`src/rtl/mult_sequencer.sv`:
```
// mult_sequencer: sequential unsigned shift-and-add multiplier.
// It accepts two WIDTH-bit operands on start and runs WIDTH add/shift iterations.
// It then publishes the 2*WIDTH-bit product together with a one-cycle done pulse.
module mult_sequencer #(
   parameter int unsigned WIDTH = 8
) (
   input  logic                 clk,
   input  logic                 reset_n,
   input  logic                 start,
   input  logic [WIDTH-1:0]     a,
   input  logic [WIDTH-1:0]     b,
   output logic                 busy,
   output logic                 done,
   output logic [2*WIDTH-1:0]   product
);

   localparam int unsigned CntW = $clog2(WIDTH) + 1;
   localparam logic [CntW-1:0] LastCnt = CntW'(WIDTH - 1);

   typedef enum logic [1:0] {
      StIdle,
      StRun,
      StDone
   } state_e;

   state_e               state_q, state_d;
   logic [WIDTH-1:0]     mcand_q, mcand_d;
   logic [WIDTH-1:0]     mplr_q, mplr_d;
   // The accumulator carry lives only in sum. After the shift, the top bit of
   // the WIDTH+1-bit accumulator is always zero, so it is not stored.
   logic [WIDTH-1:0]     acc_q, acc_d;
   logic [CntW-1:0]      count_q, count_d;
   logic [2*WIDTH-1:0]   product_q, product_d;
   logic [WIDTH:0]       sum;

   // State and datapath registers, cleared asynchronously by reset_n.
   always_ff @(posedge clk or negedge reset_n) begin
      if (!reset_n) begin
         state_q   <= StIdle;
         mcand_q   <= '0;
         mplr_q    <= '0;
         acc_q     <= '0;
         count_q   <= '0;
         product_q <= '0;
      end else begin
         state_q   <= state_d;
         mcand_q   <= mcand_d;
         mplr_q    <= mplr_d;
         acc_q     <= acc_d;
         count_q   <= count_d;
         product_q <= product_d;
      end
   end

   // Next-state and datapath update: accept in idle, iterate in run, one-cycle done.
   always_comb begin
      state_d   = state_q;
      mcand_d   = mcand_q;
      mplr_d    = mplr_q;
      acc_d     = acc_q;
      count_d   = count_q;
      product_d = product_q;
      sum       = {1'b0, acc_q} + (mplr_q[0] ? {1'b0, mcand_q} : '0);

      unique case (state_q)
         StIdle: begin
            if (start) begin
               mcand_d = a;
               mplr_d  = b;
               acc_d   = '0;
               count_d = '0;
               state_d = StRun;
            end
         end
         StRun: begin
            // {acc, mplr} <= {sum, mplr} >> 1
            acc_d   = sum[WIDTH:1];
            mplr_d  = {sum[0], mplr_q[WIDTH-1:1]};
            count_d = count_q + 1'b1;
            if (count_q == LastCnt) begin
               product_d = {sum[WIDTH:1], sum[0], mplr_q[WIDTH-1:1]};
               state_d   = StDone;
            end
         end
         StDone: begin
            state_d = StIdle;
         end
         default: begin
            state_d = StIdle;
         end
      endcase
   end

   // Status outputs decoded directly from the state flops, never from start.
   always_comb begin
      busy    = (state_q == StRun);
      done    = (state_q == StDone);
      product = product_q;
   end

endmodule

```
`config.mk`:
```
export PLATFORM = sky130hd
export DESIGN_NAME = mult_sequencer
export DESIGN_NICKNAME = d
export VERILOG_FILES = /design/src/rtl/mult_sequencer.sv
export SDC_FILE = /design/constraint.sdc
export NUM_CORES = 1
export LEC_CHECK = 0
export BUFFER_PORTS_ARGS = -buffer_cell sky130_fd_sc_hd__clkbuf_2
export CORE_MARGIN = 2
export CORE_UTILIZATION = 50
export DETAILED_ROUTE_END_ITERATION = 16
export PLACE_DENSITY = 0.69
export SLEW_MARGIN = 40
export SYNTH_ARGS = -nofsm -noshare
export SYNTH_HDL_FRONTEND = slang
export SYNTH_SLANG_ARGS = --single-unit
```
`constraint.sdc`:
```
create_clock -name clk -period 2.7 [get_ports clk]
set_clock_uncertainty 0.15 [all_clocks]
set_input_delay 0 -clock clk [delete_from_list [all_inputs] [get_ports clk]]
set_output_delay 0 -clock clk [all_outputs]
set_load 0.005 [all_outputs]
```
# --- Yosys cells after proc, flatten, opt, wreduce, memory -nomap -nowiden ---
# Cells that the tools add are included.
totals:
  ff_bits: 46
  output_inout_bits: 18
  wordCells: 29
classes:
  n_addsub: 2
  eq_ne: 5
  mux: 10
  reduce_logical: 6
op_table:
  columns: ["op", "n"]
  rows:
  - ["one-hot mux 8 bit (2 select lines)", 2]
  - ["2-to-1 mux 8 bit", 3]
  - ["adder 8 x 8 -> 9 bit", 1]
  - ["one-hot mux 4 bit (2 select lines)", 1]
  - ["AND reduction 2 bit", 4]
  - ["adder 4 x 1 -> 4 bit (second input constant)", 1]
  - ["== test 4 x 3 -> 1 bit (second input constant)", 1]
  - ["2-to-1 mux 2 bit", 2]
  - ["2-to-1 mux 4 bit", 1]
  - ["one-hot mux 2 bit (2 select lines)", 1]
  - ["== test 2 x 1 -> 1 bit (second input constant)", 1]
  - ["== test 2 bit (second input constant)", 1]
  - ["logical NOT 2 bit", 1]
  - ["inequality test 2 x 1 -> 1 bit (second input constant)", 1]
  - ["inequality test 2 bit (second input constant)", 1]
  - ["nonzero test 2 bit", 1]

# --- Depth between registers and ports, before layout ---
logic_depth:
  word_depth: 3
  depth_mapped: 7
  mapped_depth_nobuf: 7

# --- Least setup slack after synthesis ---
# Ideal clock, no wire load.
synth_timing:
  path_type: "flip-flop to flip-flop"
  startpoint: "reg mplr_q[0]"
  endpoint: "reg product_q[13] (netlist: product[13])"
  t_arrival_ns: 2.062
  t_required_ns: 2.425
  setup_slack_ns: 0.363
  path_stages_with_launch: 8
  path_buffers: 0
  path_cell_list: "dfrtp_1 > and2_1 > ha_1 > fa_1 > a21o_1 > a221o_1 > xor2_1 > mux2_4"
synth_via:
  elab_chain_len: 2
synth_lines:
  columns: ["item", "line_no", "rtl"]
  rows:
  - ["start, declared", "28", "logic [WIDTH-1:0] mplr_q, mplr_d;"]
  - ["start signal, assigned", "48", "mplr_q <= mplr_d;"]
  - ["2-to-1 mux 8 bit", "63", "sum = {1'b0, acc_q} + (mplr_q[0] ? {1'b0, mcand_q} : '0);"]
  - ["adder 8 x 8 -> 9 bit", "63", null]
  - ["end signal, assigned", "51", "product_q <= product_d;"]
  - ["end, declared", "33", "logic [2*WIDTH-1:0] product_q, product_d;"]
# Every way passes these cells.
# A chain may end at the register's enable or synchronous reset.

# --- Final worst setup path ---
# Ends and elaborated chain as after synthesis.

==> metrics.txt <==
Post-Synthesis Cell Area=~2200 sq um; gpl congestion=0.818; Total Routed Length=~4600 um; antenna diode count=0; hold-critical path depth=4; Main synth FF type=dfrtp_1; Clk Latency, worst-skew pair=roughly 0.30 ns; CTS buffer count=5; CP endpoint kind=flop; # Post-CTS Setup Buffers=0; final setup vio count=0; Max Cap Viol=0; Layout area overhead=24.3%; max incr delay on CP=roughly 0.45 ns; Reg2Reg Capture Point=product[13]; Slowest cell on crit path=dfrtp_1; most common cell after layout, fill and taps aside=dfrtp_1; CTS Hold Buffers Added=18; vias in the first global route=1616; 1st-pass router iterations=4; Max Freq=406 MHz; Setup CP Type=flop to flop; Max VDD drop=between 0.5 and 0.6 mV; global route overflow=0; HPWL Detailed=3190 um; largest net degree at the start of global routing=33; Die ar.=roughly 5000 sq um; Syn Area/Cell=11.7 sq um; RSZ-0062 raised after global routing=false; crit path cell chain=and2_1 > ha_1 > fa_1 > a21o_1 > a221o_1 > xor2_1 > mux2_4; minimum clock period=2.46 ns; clock sinks=46; YS warnings=0; Async SR Flop Fraction=1.00; Die X=70.8 um; Ports=37; pwr dens=1070 nW/um^2; Max-Slew Margin vs Limit=0.585; Hold Violations, Final=0; drc violations=0; Reg2Reg Depth=7; initial antenna violation count=0; CTS tree=done; Initial Util=0.516; reg2reg setup slack=0.24 ns; register area share after synthesis=0.516; end of the worst hold path=mplr_q[4]; Mapped Cells=about 190; WP data required=about 2.7 ns; GR Util All Layers=0.203; Max Slew Vio Count=0; vias=between 1500 and 2000; CP Data Arrival Time=2.50 ns; Leak=about 1.3 nW; H-tree levels=2; core area=approximately 4300 sq um; antenna viol nets, final=0; post-route clock period utilization=0.912; EDFF count, synth=0; number of distinct library cells after synthesis=40; status=finished clean; layout cells sized above 1=0.311; total negative slack=0 ns; port bufs=36; Hold Path Class=input port to flop; CP top delay family=adder cells; clock-pin slew on the worst setup and hold paths=about 0.090 ns; Cell Rows=24; Final Util=0.641; average wire per standard cell=~15 um; Synth Net Count=220; most frequent cells in the layout=46 x dfrtp_1, 36 x clkbuf_2, 19 x mux2_2; WP buf/inv=0; Yosys reg bits=46; Worst Tran Pin Value=approximately 0.62 ns; drt initial violations=approximately 130; global-route wire length before repair=about 8000 um; hold path startpoint=start; via-per-instance ratio=approximately 5.4; startpoint class of the critical path=flop; Max clock buf depth=2; worst r2r src=mplr_q[0]; CTS root buf=clkbuf_8; Final nets=282; post-CTS sizing=0; die height=slightly above 70 um; Worst Path Max Fanout=9
## flip-flops by register name, indices dropped and copies added (netlist names)
name	cells
state_q	2
acc_q	8
mplr_q	8
product	16
count_q	4
mcand_q	8
## logic make-up after synthesis
kind of cell / Yosys count / share of synthesized area
buffers and inverters: 12 / 0.0275
AND/OR/NAND/NOR: 42 / 0.107
AO/OA/AOI/OAI: 55 / 0.163
flip-flops: 46 / 0.516
multiplexers: 22 / 0.112
XOR/XNOR: 4 / 0.0157
adder cells (fa/ha/maj): 10 / 0.0595
## layer usage
metal	vias up	global-route usage	part of all wire
li1	826	-	-
met1	786	0.309	0.50
met2	27	0.296	0.46
met3	4	0.0427	0.035
met4	0	0.0545	0.0055
met5	-	0	0
## power by group
group | leakage, nW | switching (W) | total [W] | internal (W)
combinational | 0.724 | 0.000653 | 0.00134 | 0.000683
clock | 0.0472 | 0.000229 | 0.000435 | 0.000206
sequential | 0.575 | 0.000203 | 0.00121 | 0.00101
total | 1.35 | 0.00109 | 0.00298 | 0.00189
## cells in the mapped netlist (all sizes together), types with 2 or more instances
master | count | area (sq um)
a21o | 3 | 22.5
a21oi | 15 | 78.8
a221o | 2 | 20.0
a22o | 6 | 53.8
a22oi | 8 | 60.1
and2 | 8 | 50.1
buf | 5 | 35.0
clkbuf | 3 | 11.3
dfrtp | 46 | 1150
ha | 9 | 113
inv | 4 | 15.0
mux2 | 20 | 229
mux2i | 2 | 20.0
nand2 | 9 | 33.8
nand2b | 2 | 12.5
nand3 | 2 | 10.0
nor2 | 3 | 11.3
nor2b | 10 | 62.6
nor3 | 3 | 20.0
o21ai | 14 | 70.1
xnor2 | 2 | 17.5
xor2 | 2 | 17.5
## through the flow
| stage | instance area [sq um] | hold WS, ns | cells | setup slack (ns) | total power (W) |
|---|---|---|---|---|---|
| 5_1_grt | 2770 | 0.0701 | 306 | 0.0930 | 0.00324 |
| 4_1_cts | 2770 | 0.00695 | 306 | 0.227 | 0.00302 |
| 3_3_place_gp | 2500 | -0.224 | 280 | 0.284 | 0.00251 |
| 2_1_floorplan | 2230 | -0.446 | 191 | 0.363 | 0.00212 |
| 6_report | 2770 | 0.0214 | 306 | 0.238 | 0.00298 |
| 3_5_place_dp | 2500 | -0.218 | 280 | 0.248 | 0.00254 |
## final cells by class
cell class / count / area [sq um]
timing repair buffer: 63 / 428
tap: 52 / 65.1
clock buffer: 6 / 82.6
clock inverter: 2 / 12.5
sequential: 46 / 1150
multi-input combinational: 133 / 1020
fill: 359 / 1550
inverter: 4 / 15.0
## worst min-delay path, delay by kind of cell
kind | cells | cell delay [ns]
AND/OR/NAND/NOR | 1 | 0.07
AO/OA/AOI/OAI | 2 | 0.17
buffers and inverters | 1 | 0.19
## worst max-delay path by stage
stage | to | cells after the start | from | slack (ns)
6_report | product[13] | 7 | mplr_q[0] | 0.24
5_1_grt | product[15] | 7 | mplr_q[0] | 0.09
4_1_cts | product[13] | 7 | mplr_q[0] | 0.23
3_5_place_dp | product[13] | 7 | mplr_q[0] | 0.25
3_3_place_gp | product[13] | 7 | mplr_q[0] | 0.28
2_1_floorplan | product[13] | 7 | mplr_q[0] | 0.36
No activity file was read; power rests on OpenSTA's default activity.
